## src/rtl/fft_pkg.sv

```systemverilog
// Shared definitions for the FFT output path: default widths, the derived
// width helpers and the spectrum word field extractors.
package fft_pkg;

    localparam int DATA_W_DEF = 16;

    typedef enum logic {
        COLLECT = 1'b0,
        REPORT  = 1'b1
    } state_e;

    // Bin index width for a frame of n bins.
    function automatic int idx_w(input int n);
        return $clog2(n);
    endfunction

    // L1 magnitude width: |re|+|im| peaks at exactly 2^dw.
    function automatic int mag_w(input int dw);
        return dw + 1;
    endfunction

    // Frame energy width: n bins of at most 2^dw each.
    function automatic int sum_w(input int n, input int dw);
        return dw + 1 + $clog2(n);
    endfunction

    // Real field (low dw bits), sign-extended. Word is zero-extended to 64
    // bits by the caller, so component widths up to 32 are supported.
    function automatic logic signed [63:0] spec_re(input logic [63:0] w, input int dw);
        return $signed(w << (64 - dw)) >>> (64 - dw);
    endfunction

    // Imaginary field (bits [2*dw-1:dw]), sign-extended.
    function automatic logic signed [63:0] spec_im(input logic [63:0] w, input int dw);
        return $signed(w << (64 - 2 * dw)) >>> (64 - dw);
    endfunction

endpackage

```

## src/rtl/spectrum_mag_l1.sv

```systemverilog
// Combinational L1 magnitude |re| + |im| of one spectrum word. The most
// negative component maps to exactly 2^(DATA_W-1), so no saturation is
// needed and the sum always fits in DATA_W+1 bits.
module spectrum_mag_l1
    import fft_pkg::*;
#(
    parameter int DATA_W = DATA_W_DEF,
    localparam int MAG_W = mag_w(DATA_W)
) (
    input  logic [2*DATA_W-1:0] word_i,
    output logic [MAG_W-1:0]    mag_o
);

    logic [63:0]        w64;
    logic signed [63:0] re, im;
    logic [MAG_W-1:0]   abs_re, abs_im;

    assign w64 = 64'(word_i);
    assign re  = spec_re(w64, DATA_W);
    assign im  = spec_im(w64, DATA_W);

    // Absolute values computed wide, then narrowed; the magnitude of a
    // DATA_W-bit component always fits in MAG_W bits.
    always_comb begin
        abs_re = (re < 0) ? MAG_W'(-re) : MAG_W'(re);
        abs_im = (im < 0) ? MAG_W'(-im) : MAG_W'(im);
        mag_o  = abs_re + abs_im;
    end

endmodule

```

## src/rtl/spectrum_peak_reader.sv

```systemverilog
// Frame-level consumer of FFT bins: finds the peak-magnitude bin and the
// total L1 energy of each frame, then offers one result record downstream.
// One idle cycle (the REPORT handshake) separates consecutive frames.
module spectrum_peak_reader
    import fft_pkg::*;
#(
    parameter int N_BINS = 64,
    parameter int DATA_W = DATA_W_DEF,
    localparam int IDX_W = idx_w(N_BINS),
    localparam int MAG_W = mag_w(DATA_W),
    localparam int SUM_W = sum_w(N_BINS, DATA_W)
) (
    input  logic                clk,
    input  logic                rst_n,
    input  logic [2*DATA_W-1:0] spectrum,
    input  logic                spectrum_valid,
    input  logic                spectrum_last,
    output logic                spectrum_ready,
    output logic                peak_valid,
    input  logic                peak_ready,
    output logic [IDX_W-1:0]    peak_bin,
    output logic [MAG_W-1:0]    peak_mag,
    output logic [SUM_W-1:0]    frame_energy,
    output logic                frame_err
);

    state_e           state_q, state_d;
    logic             live_q;
    logic [IDX_W-1:0] cnt_q, cnt_d;
    logic [MAG_W-1:0] best_mag_q, best_mag_d;
    logic [IDX_W-1:0] best_idx_q, best_idx_d;
    logic [SUM_W-1:0] energy_q, energy_d;

    logic [IDX_W-1:0] peak_bin_q;
    logic [MAG_W-1:0] peak_mag_q;
    logic [SUM_W-1:0] frame_energy_q;
    logic             frame_err_q;

    logic [MAG_W-1:0] mag;
    logic             accept, first_bin, last_bin, frame_end;

    spectrum_mag_l1 #(.DATA_W(DATA_W)) u_mag (
        .word_i (spectrum),
        .mag_o  (mag)
    );

    assign accept    = spectrum_valid && spectrum_ready;
    assign first_bin = (cnt_q == '0);
    assign last_bin  = (cnt_q == IDX_W'(N_BINS - 1));
    // A frame closes on an explicit last or on the N_BINS-th word.
    assign frame_end = accept && (spectrum_last || last_bin);

    // Handshake FSM: collect bins, then hold the record until taken.
    always_comb begin
        state_d        = state_q;
        spectrum_ready = 1'b0;
        peak_valid     = 1'b0;
        case (state_q)
            COLLECT: begin
                spectrum_ready = live_q;
                if (frame_end) state_d = REPORT;
            end
            REPORT: begin
                peak_valid = 1'b1;
                if (peak_ready) state_d = COLLECT;
            end
            default: state_d = COLLECT;
        endcase
    end

    // Running peak / energy / bin count; bin 0 restarts the accumulators,
    // ties keep the earlier index because only a strict increase replaces.
    always_comb begin
        cnt_d      = cnt_q;
        best_mag_d = best_mag_q;
        best_idx_d = best_idx_q;
        energy_d   = energy_q;
        if (accept) begin
            if (first_bin || (mag > best_mag_q)) begin
                best_mag_d = mag;
                best_idx_d = cnt_q;
            end
            energy_d = first_bin ? SUM_W'(mag) : energy_q + SUM_W'(mag);
            cnt_d    = frame_end ? '0 : cnt_q + 1'b1;
        end
    end

    // State, accumulators and the ready-after-reset flag.
    always_ff @(posedge clk or negedge rst_n) begin
        if (!rst_n) begin
            state_q    <= COLLECT;
            live_q     <= 1'b0;
            cnt_q      <= '0;
            best_mag_q <= '0;
            best_idx_q <= '0;
            energy_q   <= '0;
        end else begin
            state_q    <= state_d;
            live_q     <= 1'b1;
            cnt_q      <= cnt_d;
            best_mag_q <= best_mag_d;
            best_idx_q <= best_idx_d;
            energy_q   <= energy_d;
        end
    end

    // Result record, captured at frame end including the closing word.
    always_ff @(posedge clk or negedge rst_n) begin
        if (!rst_n) begin
            peak_bin_q     <= '0;
            peak_mag_q     <= '0;
            frame_energy_q <= '0;
            frame_err_q    <= 1'b0;
        end else if (frame_end) begin
            peak_bin_q     <= best_idx_d;
            peak_mag_q     <= best_mag_d;
            frame_energy_q <= energy_d;
            frame_err_q    <= (spectrum_last != last_bin);
        end
    end

    assign peak_bin     = peak_bin_q;
    assign peak_mag     = peak_mag_q;
    assign frame_energy = frame_energy_q;
    assign frame_err    = frame_err_q;

endmodule

```

## config.mk

```make
export PLATFORM = sky130hd
export DESIGN_NAME = spectrum_peak_reader
export DESIGN_NICKNAME = d
export VERILOG_FILES = /design/src/rtl/fft_pkg.sv /design/src/rtl/spectrum_mag_l1.sv /design/src/rtl/spectrum_peak_reader.sv
export SDC_FILE = /design/constraint.sdc
export NUM_CORES = 1
export LEC_CHECK = 0
export BUFFER_PORTS_ARGS = -buffer_cell sky130_fd_sc_hd__buf_2
export CORE_MARGIN = 4
export CORE_UTILIZATION = 45
export DETAILED_ROUTE_END_ITERATION = 10
export PLACE_DENSITY = 0.65
export SYNTH_ARGS = -nofsm -noshare
export SYNTH_HDL_FRONTEND = slang
export SYNTH_HIERARCHICAL = 1
export SYNTH_SLANG_ARGS = --single-unit
```

## constraint.sdc

```tcl
create_clock -name clk -period 3.5 [get_ports clk]
set_input_delay 0.175 -clock clk [delete_from_list [all_inputs] [get_ports clk]]
set_output_delay 0.175 -clock clk [all_outputs]
set_load 0.02 [all_outputs]
```

---- Word level (Yosys, flattened, before mapping) ----
Cells that the tools add are included.
storage, ports and cells
  bits of input ports ..................... 37
  output and inout port bits .............. 49
  word-level logic and storage cells ...... 40
  flip-flop bits (word level) ............. 101
operators by class
  muxes and demuxes ....................... 14
  add/sub/neg operators ................... 5
  bitwise gates (word level) .............. 1
  reduce and logical (&&, ||, !) cells .... 5
  eq/ne operators ......................... 2
  $lt $le $gt $ge ......................... 3
operator list
  cell                                                          count
  two-way mux 17 bit                                            4
  two-way mux 23 bit                                            2
  negation 16 -> 17 bit                                         2
  less-than comparator 16 x 1 -> 1 bit (second input constant)  2
  adder 23 x 17 -> 23 bit                                       1
  two-way mux 6 bit                                             3
  adder 17 bit                                                  1
  > comparator 17 bit                                           1
  adder 6 x 1 -> 6 bit (second input constant)                  1
  equality test 6 bit (second input constant)                   1
  zero test 6 bit                                               1
  two-way mux 1 bit                                             4
  logical AND 1 bit                                             2
  logical OR 1 bit                                              2
  case mux 1 bit (2 select lines)                               1
  != test 1 bit                                                 1
  NOT 1 bit                                                     1

---- Depth between registers and ports, before layout ----
Gate-level depths: netlist of the first run.
  depth in word-level cells ............... 7
  mapped depth ............................ 21
  mapped depth without buffers ............ 19

---- Cells and area by module ----
The synthesis of the first run kept the hierarchy.
modules (own cells, without submodules)
  module                cells each  area each (sq um)  sequential area each (sq um)  instances
  spectrum_peak_reader  541         5604.1             2527.4                        1
  spectrum_mag_l1       225         1559.0             0.0                           1

---- Worst setup path after synthesis of the first run ----
Ideal clock, no wire load.
  path type ............................... input -> register
  start point ............................. input port spectrum[4]
  end point ............................... register peak_mag_q[12], in the netlist peak_mag[12]
  data arrival time ....................... 4.292 ns
  stages on the path ...................... 19
  setup slack ............................. -0.917 ns
  required time ........................... 3.375 ns
  library setup time ...................... 0.125 ns
  path buffers ............................ 1
  path through ............................ nor4_4 nand2_1 o31ai_1 xnor2_1 ha_1 a21oi_1 o21ai_1 or3_1 o22ai_2 o21ai_0 ha_1 nand4_1 or3_1 o32a_1 o211ai_2 o21ai_2 buf_6 mux2_4 mux2_2
between the ends
  word-level cells in the longest chain between the ends .. 7
  elaborated cells on any way between the ends .. 8
  classes of those cells .................. 2 x add/sub; 2 x order compare; 3 x mux; 1 x reduce/logical
RTL lines
  item                                                                           RTL line                     text
  from (decl)                                                                    spectrum_peak_reader.sv:15   input logic [2*DATA_W-1:0] spectrum,
  negation 16 -> 17 bit or less-than comparator 16 x 1 -> 1 bit (tied branches)  spectrum_mag_l1.sv:25        abs_re = (re < 0) ? MAG_W'(-re) : MAG_W'(re);
  two-way mux 17 bit (*)                                                         spectrum_mag_l1.sv:25
  adder 17 bit (*)                                                               spectrum_mag_l1.sv:27        mag_o = abs_re + abs_im;
  via mag[16]                                                                    spectrum_peak_reader.sv:39   logic [MAG_W-1:0] mag;
  > comparator 17 bit (*)                                                        spectrum_peak_reader.sv:79   if (first_bin || (mag > best_mag_q)) begin
  logical OR 1 bit (*)                                                           spectrum_peak_reader.sv:79
  two-way mux 17 bit (*)                                                         spectrum_peak_reader.sv:79
  two-way mux 17 bit (*)                                                         spectrum_peak_reader.sv:78   if (accept) begin
  via best_mag_d[12]                                                             spectrum_peak_reader.sv:30   logic [MAG_W-1:0] best_mag_q, best_mag_d;
  to (signal assigned)                                                           spectrum_peak_reader.sv:116  peak_mag_q <= best_mag_d;
  to (decl)                                                                      spectrum_peak_reader.sv:35   logic [MAG_W-1:0] peak_mag_q;
Mark *: on every way through the listed nets, which the timed path passes. The rest lies on a longest branch.
A chain may end at the register's enable or synchronous reset.

---- Worst setup path in the final report of the first run ----
  start point ............................. input port spectrum[21]
  end point ............................... register peak_mag_q[5], in the netlist peak_mag[5]
between the ends
  word-level cells in the longest chain between the ends .. 7
  elaborated cells on any way between the ends .. 8
  classes of those cells .................. 2 x add/sub; 2 x order compare; 3 x mux; 1 x reduce/logical
RTL lines
  item                                                                           RTL line                    text
  negation 16 -> 17 bit or less-than comparator 16 x 1 -> 1 bit (tied branches)  spectrum_mag_l1.sv:26       abs_im = (im < 0) ? MAG_W'(-im) : MAG_W'(im);
  two-way mux 17 bit (*)                                                         spectrum_mag_l1.sv:26
  adder 17 bit (*)                                                               spectrum_mag_l1.sv:27
  via mag[16]                                                                    spectrum_peak_reader.sv:39
  > comparator 17 bit (*)                                                        spectrum_peak_reader.sv:79
  logical OR 1 bit (*)                                                           spectrum_peak_reader.sv:79
  two-way mux 17 bit (*)                                                         spectrum_peak_reader.sv:79
  two-way mux 17 bit (*)                                                         spectrum_peak_reader.sv:78
  via best_mag_d[5]                                                              spectrum_peak_reader.sv:30
Marks and branches as above.

==> results by group, run 1 <==
Clock tree
  • Max clock buf depth: 2
  • H-tree depth: 3
  • Clk sink count: approximately 100
  • CTS root buf: clkbuf_16
  • Cts bufs inserted: 9
  • Worst-skew pair later-pin latency: 360 ps
  • Clk slew on worst S/H paths: around 70 ps
  • CTS tree: built

Worst hold path
  • Hold path start: spectrum_last
  • WHS Endpoint: frame_err
  • Min-Delay Path Class: in -> reg
  • Hold path cells: 5

Global route
  • Gr usage total: approximately 23%
  • Vias in the first global route: just under 7k
  • First-pass GRT wire length: 33500 microns
  • Largest net degree at the start of global routing: 73
  • Initial antenna violation count: 0
  • Grt total ovfl: 0

Routing
  • Drt total wl: between 20000 and 25000 microns
  • Routed Antenna Nets: 0
  • Starting DRT DRC Count: roughly 440
  • Post-route DRC: 0
  • Vias: about 7k
  • Initial DRT Pass Iterations: 7
  • Wirelength per Cell: about 18 microns
  • Via/cell ratio: roughly 5.5

Power
  • Reg power frac: 20.9%
  • Switching share of power: between 40% and 50%
  • Clock Power Share: 12.5%
  • Net Switching: slightly below 4 mW
  • LEAKAGE: approximately 5.2 nW
  • Int Power: around 5.4 mW
  • Power density over cell area: approximately 850 nW/um^2
  • Logic pwr share: 66.6%
  • Peak VDD IR: ~500 uV

Floorplanning
  • Total die area: about 18000 sq um
  • Die width: 134 microns
  • I/O pin count: 86
  • Row count: 45
  • Initial Util: a little under half
  • Core Region: about 15000 sq um
  • Die Y: 134 microns

Timing
  • F_max: ~220 MHz
  • Worst Tran Pin Value: about 920 ps
  • Final Hold Fails: 0
  • Slew HR: 38.9%
  • Fin crit period: between 4000 and 5000 ps
  • Setup ws final: -958 ps
  • Final setup viols: ~70
  • Clock skew: 11.1 ps
  • Period utilisation layout: 127%
  • RSZ-0062 raised after global routing: true
  • Final Max Tran Viols: 0
  • Final hold slack: approximately 200 ps

Synthesis
  • Mapped Cells: between 700 and 800
  • Synth cell types: 73
  • Number of synthesized flops with an enable pin: 0
  • Post-synth ARST share: 100%
  • Post-Syn Area per Cell: just over 9 sq um
  • Main synth FF type: dfrtp_1
  • Ys Warns: 6
  • Register area share after synthesis: around a third
  • FF+latch count, synth: about 100
  • Synth Cell Area: 7160 sq um
  • Synthesized Nets: 860

Finish
  • Antenna diodes: 0
  • Synth-to-layout area growth: 50.9%
  • Most frequent cells in the layout: buf_4, dfrtp_1, buf_2
  • Commonest non-fill, non-tap cell in the layout: buf_4
  • Final nets: 1115
  • Fill cells: approximately 1.1k
  • Finished Layout Cells: around 1.2k
  • Sequential Area: between 2000 and 3000 sq um
  • Area of the multi-input gates: between 5000 and 6000 sq um
  • Share of layout cells above drive strength 1: between 40% and 50%

Critical path
  • R2r startpoint: best_mag_q[7]
  • Slowest stage delay, CP: around 400 ps
  • Slowest cell on the critical path: o41ai_2
  • Reg2Reg Capture Point: peak_mag[5]
  • CP Launch Type: input pin
  • Crit Path Max Fanout: 7
  • FF-to-FF setup slack: just under 800 ps
  • Path depth of the worst reg2reg path: 10
  • Worst setup EP type: flip-flop
  • Crit path required time: between 3000 and 4000 ps
  • Crit-path cells: buf_6 -> nor4_4 -> nand2_1 -> o41ai_2 -> xnor2_1 -> ha_2 -> a21oi_2 -> o21ai_2 -> or3_4 -> o22ai_4 -> o21ai_2 -> ha_1 -> nand4_1 -> or3_4 -> o32a_1 -> o211ai_2 -> o21ai_4 -> clkbuf_16 -> mux2_4 -> mux2_4
  • CP arrival: about 4700 ps
  • Kind of critical path: in -> reg

Placement
  • HPWL Detailed: 15000 microns
  • Buffers on Ports: between 80 and 90
  • GP Congestion: 0.911
  • DP Cell Count: 1168
  • Pre-CTS setup slack: -1200 ps

Flow run
  • Max-Cap Viols: 0

Outcome
  • Failing checks: setup timing
  • Status: complete, but fails checks
-- worst max path at each step --
stage	startpoint	to	cells after the start
floorplan	spectrum[20]	peak_mag[12]	19
global placement	spectrum[8]	peak_mag[15]	18
detailed placement	spectrum[8]	peak_mag[13]	18
CTS	spectrum[20]	peak_mag[0]	20
global route	spectrum[21]	peak_mag[5]	21
finish	spectrum[21]	peak_mag[5]	20
-- per-layer routing --
metal,GRT usage (%),vias up,wire (microns)
li1,-,3251,-
met1,28.4,3331,9450
met2,40.2,196,11500
met3,4.09,42,880
met4,6.96,0,539
met5,0,-,0
-- registers in the layout, summed over array words and instances, names as in the netlist --
| register | cells |
|---|---|
| best_mag_q | 17 |
| cnt_q | 6 |
| peak_bin | 6 |
| frame_err | 1 |
| best_idx_q | 6 |
| state_q | 1 |
| energy_q | 23 |
| peak_mag | 17 |
| frame_energy | 23 |
| live_q | 1 |
-- per-stage QoR --
| step | instance area [sq um] | TNS, ps | total power, mW | utilization, % |
|---|---|---|---|---|
| finish | 10800 | -45610 | 9.19 | 70.3 |
| global route | 10800 | -55280 | 9.72 | 70.3 |
| CTS | 9840 | -32530 | 8.15 | 64.0 |
| detailed placement | 8890 | -68610 | 6.34 | 57.9 |
| global placement | 8890 | -61880 | 6.18 | 57.9 |
| floorplan | 7300 | -29550 | 4.73 | - |
-- power groups by stage --
stage	clock (mW)	sequential [mW]	combinational [mW]
5_1_grt	1.21	1.97	6.53
6_report	1.15	1.92	6.12
3_3_place_gp	0	1.90	4.29
2_1_floorplan	0	2.10	2.63
3_5_place_dp	0	1.90	4.44
4_1_cts	1.16	1.91	5.09
-- layout make-up --
| class | count | area share (%) |
|---|---|---|
| Clock inverter | 4 | 0.706 |
| Sequential cell | 101 | 23.4 |
| Inverter | 42 | 1.50 |
| Clock buffer | 12 | 2.47 |
| Multi-Input combinational cell | 591 | 50.3 |
| Timing Repair Buffer | 276 | 19.2 |
| Tap cell | 211 | 2.44 |
-- synth_stat cells, types with 3 or more instances --
| library cell | count | area (sq um) |
|---|---|---|
| or3_1 | 4 | 25.0 |
| xor2_1 | 17 | 149 |
| mux2i_1 | 11 | 110 |
| dfrtp_1 | 101 | 2530 |
| mux2_4 | 29 | 435 |
| ha_1 | 55 | 688 |
| nand3_1 | 16 | 80.1 |
| nor2b_1 | 7 | 43.8 |
| nand2_1 | 89 | 334 |
| o31ai_1 | 11 | 82.6 |
| o21ai_0 | 69 | 345 |
| o21ai_1 | 4 | 20.0 |
| xnor2_1 | 34 | 298 |
| or4_1 | 5 | 37.5 |
| o211ai_1 | 4 | 30.0 |
| a22oi_1 | 3 | 22.5 |
| mux2_2 | 16 | 180 |
| and3_1 | 12 | 75.1 |
| a31oi_1 | 8 | 50.1 |
| and4_1 | 3 | 26.3 |
| o2111a_1 | 3 | 33.8 |
| or2_2 | 4 | 25.0 |
| nand2b_1 | 8 | 50.1 |
| nor3_1 | 12 | 60.1 |
| and2_1 | 3 | 18.8 |
| nand4_1 | 9 | 56.3 |
| clkbuf_1 | 26 | 97.6 |
| a21oi_1 | 39 | 195 |
| nor4_1 | 6 | 37.5 |
| a21o_1 | 24 | 180 |
| nor2_1 | 38 | 143 |
| inv_1 | 42 | 158 |
-- repair_timing --
action / in CTS / in global routing
hold buffers: 2 / 0
gates cloned: 0 / 1
setup buffers: 24 / 40
setup endpoints to repair: 78 / 80
gates resized for setup: 93 / 153
pin swaps: 52 / 99
endpoints found under the hold margin: 45 / 0
-- critical path, delay by kind of cell --
family / cells / cell delay (ps)
multiplexers: 2 / 570
AND/OR/NAND/NOR: 5 / 1300
XOR/XNOR: 1 / 210
adder cells (fa/ha/maj): 2 / 660
AO/OA/AOI/OAI: 8 / 1490
buffers and inverters: 2 / 300
-- logic make-up (layout without fill, tap and decap cells) --
| group | count (synthesis) | after routing | share of synthesized area [%] |
|---|---|---|---|
| multiplexers | 56 | 56 | 10.1 |
| AND/OR/NAND/NOR | 224 | 224 | 15.3 |
| XOR/XNOR | 51 | 51 | 6.24 |
| buffers and inverters | 74 | 334 | 4.30 |
| AO/OA/AOI/OAI | 202 | 202 | 18.5 |
| other | 1 | 1 | 0.0524 |
| adder cells (fa/ha/maj) | 57 | 57 | 10.2 |
| flip-flops | 101 | 101 | 35.3 |
(Power assumes the default switching activity.)
==> run 2: changes to the inputs <==
- CTS_BUF_LIST: not set -> sky130_fd_sc_hd__clkbuf_2
==> results by group, run 2 (same netlist as run 1, synthesis figures left out) <==
Floorplanning
  • Die width: 134 microns (unchanged)
  • Die Y: 134 microns (unchanged)
  • Initial Util: 46.6% (unchanged)
  • Total die area: 18000 sq um (unchanged)
  • Row count: 45 (unchanged)
  • I/O pin count: 86 (unchanged)
  • Core Region: 15400 sq um (unchanged)

Global route
  • Gr usage total: 21.7% (was 22.8%)
  • First-pass GRT wire length: 32100 microns (was 33500 microns)
  • Largest net degree at the start of global routing: 73 (unchanged)
  • Initial antenna violation count: 1 (was 0)
  • Grt total ovfl: 0 (unchanged)
  • Vias in the first global route: 6695 (was 6877)

Finish
  • Fill cells: 1276 (was 1113)
  • Fin util: 63.7% (was 70.3%)
  • Final nets: 1091 (was 1115)
  • Finished Layout Cells: 1217 (was 1237)
  • Sequential Area: 2530 sq um (unchanged)
  • Commonest non-fill, non-tap cell in the layout: buf_4 (unchanged)
  • Synth-to-layout area growth: 36.7% (was 50.9%)
  • Share of layout cells above drive strength 1: 41.2% (was 48.1%)
  • Area of the multi-input gates: 4920 sq um (was 5430 sq um)
  • Most frequent cells in the layout: buf_4, dfrtp_1, nand2_1 (was buf_4, dfrtp_1, buf_2)

Timing
  • Slew HR: 39.7% (was 38.9%)
  • RSZ-0062 raised after global routing: true (unchanged)
  • Period utilisation layout: 117% (was 127%)
  • Final Max Tran Viols: 0 (unchanged)
  • Fin crit period: 4090 ps (was 4460 ps)
  • Setup ws final: -593 ps (was -958 ps)
  • Worst Tran Pin Value: 905 ps (was 916 ps)
  • Clock skew: 42.9 ps (was 11.1 ps)
  • Final setup viols: 57 (was 72)
  • Final hold slack: 48.4 ps (was 202 ps)
  • F_max: 244 MHz (was 224 MHz)
  • Final Hold Fails: 0 (unchanged)

Routing
  • Drt total wl: 19800 microns (was 22300 microns)
  • Post-route DRC: 0 (unchanged)
  • Starting DRT DRC Count: 349 (was 435)
  • Routed Antenna Nets: 0 (unchanged)
  • Initial DRT Pass Iterations: 5 (was 7)
  • Via/cell ratio: 5.36 (was 5.51)
  • Vias: 6520 (was 6820)
  • Wirelength per Cell: 16.3 microns (was 18.1 microns)

Worst hold path
  • Hold path start: spectrum_valid (was spectrum_last)
  • Min-Delay Path Class: in -> reg (unchanged)

Critical path
  • WP buf/inv: 2 (unchanged)
  • CP Launch Type: input pin (unchanged)
  • Worst setup EP type: flip-flop (unchanged)
  • Crit path required time: 4020 ps (was 3740 ps)
  • CP startpoint: spectrum[20] (was spectrum[21])
  • Slowest cell on the critical path: or3_4 (was o41ai_2)
  • Crit path max-delay family: simple AND/OR/NAND/NOR gates (was compound AO/OA/AOI/OAI gates)
  • R2r startpoint: best_mag_q[16] (was best_mag_q[7])
  • Slowest stage delay, CP: 440 ps (was 390 ps)
  • Worst path most repeated cell: mux2_4
  • CP arrival: 4620 ps (was 4700 ps)
  • Kind of critical path: in -> reg (unchanged)
  • Crit Path Max Fanout: 14 (was 7)
  • Crit-path cells: buf_8 -> nor4_4 -> nand2_1 -> o41ai_2 -> xnor2_1 -> ha_1 -> and3_4 -> o2111a_1 -> a311oi_2 -> or2_1 -> and4_4 -> ha_4 -> nand4_1 -> or3_4 -> o32a_1 -> o211ai_2 -> o21ai_4 -> buf_12 -> mux2_4 -> mux2_4 (was buf_6 -> nor4_4 -> nand2_1 -> o41ai_2 -> xnor2_1 -> ha_2 -> a21oi_2 -> o21ai_2 -> or3_4 -> o22ai_4 -> o21ai_2 -> ha_1 -> nand4_1 -> or3_4 -> o32a_1 -> o211ai_2 -> o21ai_4 -> clkbuf_16 -> mux2_4 -> mux2_4)

Outcome
  • Failing checks: setup timing (unchanged)
  • Status: complete, but fails checks (unchanged)

Power
  • Clock Power Share: 8.2% (was 12.5%)
  • LEAKAGE: 4.86 nW (was 5.24 nW)
  • Switching share of power: 43.1% (was 41.8%)
  • Net Switching: 3.32 mW (was 3.84 mW)
  • Logic pwr share: 67.1% (was 66.6%)
  • Reg power frac: 24.7% (was 20.9%)
  • Power density over cell area: 788 nW/um^2 (was 850 nW/um^2)
  • Peak VDD IR: 401 uV (was 504 uV)
  • Int Power: 4.39 mW (was 5.35 mW)

Clock tree
  • Clk slew on worst S/H paths: 290 ps (was 70 ps)
  • H-tree depth: 3 (unchanged)
  • CTS tree: built (unchanged)
  • Clk sink count: 101 (unchanged)
  • CTS root buf: clkbuf_2 (was clkbuf_16)
  • Worst-skew pair later-pin latency: 640 ps (was 360 ps)
  • Cts bufs inserted: 9 (unchanged)
  • Max clock buf depth: 2 (unchanged)

Flow run
  • Max-Cap Viols: 0 (unchanged)

Placement
  • GP Congestion: 0.911 (unchanged)
  • HPWL Detailed: 15000 microns (unchanged)
  • DP Cell Count: 1168 (unchanged)
  • Buffers on Ports: 85 (unchanged)
## run 2: cell types whose count changed in the layout (fill, tap and decap cells not counted), sizes merged
| cell | delta |
|---|---|
| buf | -24 |
| clkbuf | -4 |
| clkinv | +3 |
| diode | +4 |
| dlygate4sd3 | +1 |
## run 2: path summary, 6_finish.rpt
path / to / slack (ps) / depth (start not counted)
min reg2reg: frame_energy[11] / 510 / 2
max: peak_mag[4] / -590 / 20
min: energy_q[3] / 50 / 4
max in group asynchronous: frame_energy[17] / 2540 / 3
min in group asynchronous: frame_energy[7] / 170 / 2
max reg2reg: peak_mag[4] / 680 / 10
## run 2: cell type report
type                            count  area share (%)
Timing Repair Buffer              252            18.2
Clock buffer                        9           0.460
Multi-Input combinational cell    591            50.2
Antenna cell                        4           0.102
Inverter                           42            1.61
Tap cell                          211            2.70
Clock inverter                      7           0.895
Sequential cell                   101            25.8
## run 2: routing by layer
metal	wire length (microns)	GRT usage (%)	part of all wire (%)	vias up
met4	598	7.69	3.0	0
met1	8780	27.4	44	3134
met2	9760	37.9	49	144
met3	698	3.34	3.5	32
met5	0	0	0	-
li1	-	-	-	3210
## run 2: timing repair
| action | CTS | global route |
|---|---|---|
| pin swaps | 27 | 41 |
| setup endpoints to repair | 58 | 75 |
| endpoints found under the hold margin | 72 | 0 |
| resized for setup | 40 | 69 |
| buffers inserted | 13 | 14 |
| gates cloned | 1 | 0 |
| hold buffers | 3 | 0 |
## run 2: power groups by stage
| stage | sequential (mW) | clock (mW) | combinational (mW) |
|---|---|---|---|
| 2_1_floorplan | 2.10 | 0 | 2.63 |
| 3_3_place_gp | 1.90 | 0 | 4.29 |
| 3_5_place_dp | 1.90 | 0 | 4.44 |
| 4_1_cts | 1.90 | 0.652 | 4.76 |
| 5_1_grt | 1.96 | 0.698 | 5.59 |
| 6_report | 1.90 | 0.635 | 5.17 |
## run 2: tightest hold or removal path: cells and delay by family
kind	cells	cell delay [ps]
buf+inv	1	90
simple gates	2	360
compound gates	1	70
## run 2: stage by stage
step           worst slack (ps)  TNS (ps)  instance area (sq um)  power (mW)
6_report                   -593    -20880                   9790        7.71
4_1_cts                    -409    -11540                   9390        7.31
5_1_grt                    -768    -30720                   9790        8.25
3_5_place_dp              -1200    -68610                   8890        6.34
2_1_floorplan              -750    -29550                   7300        4.73
3_3_place_gp              -1110    -61880                   8890        6.18
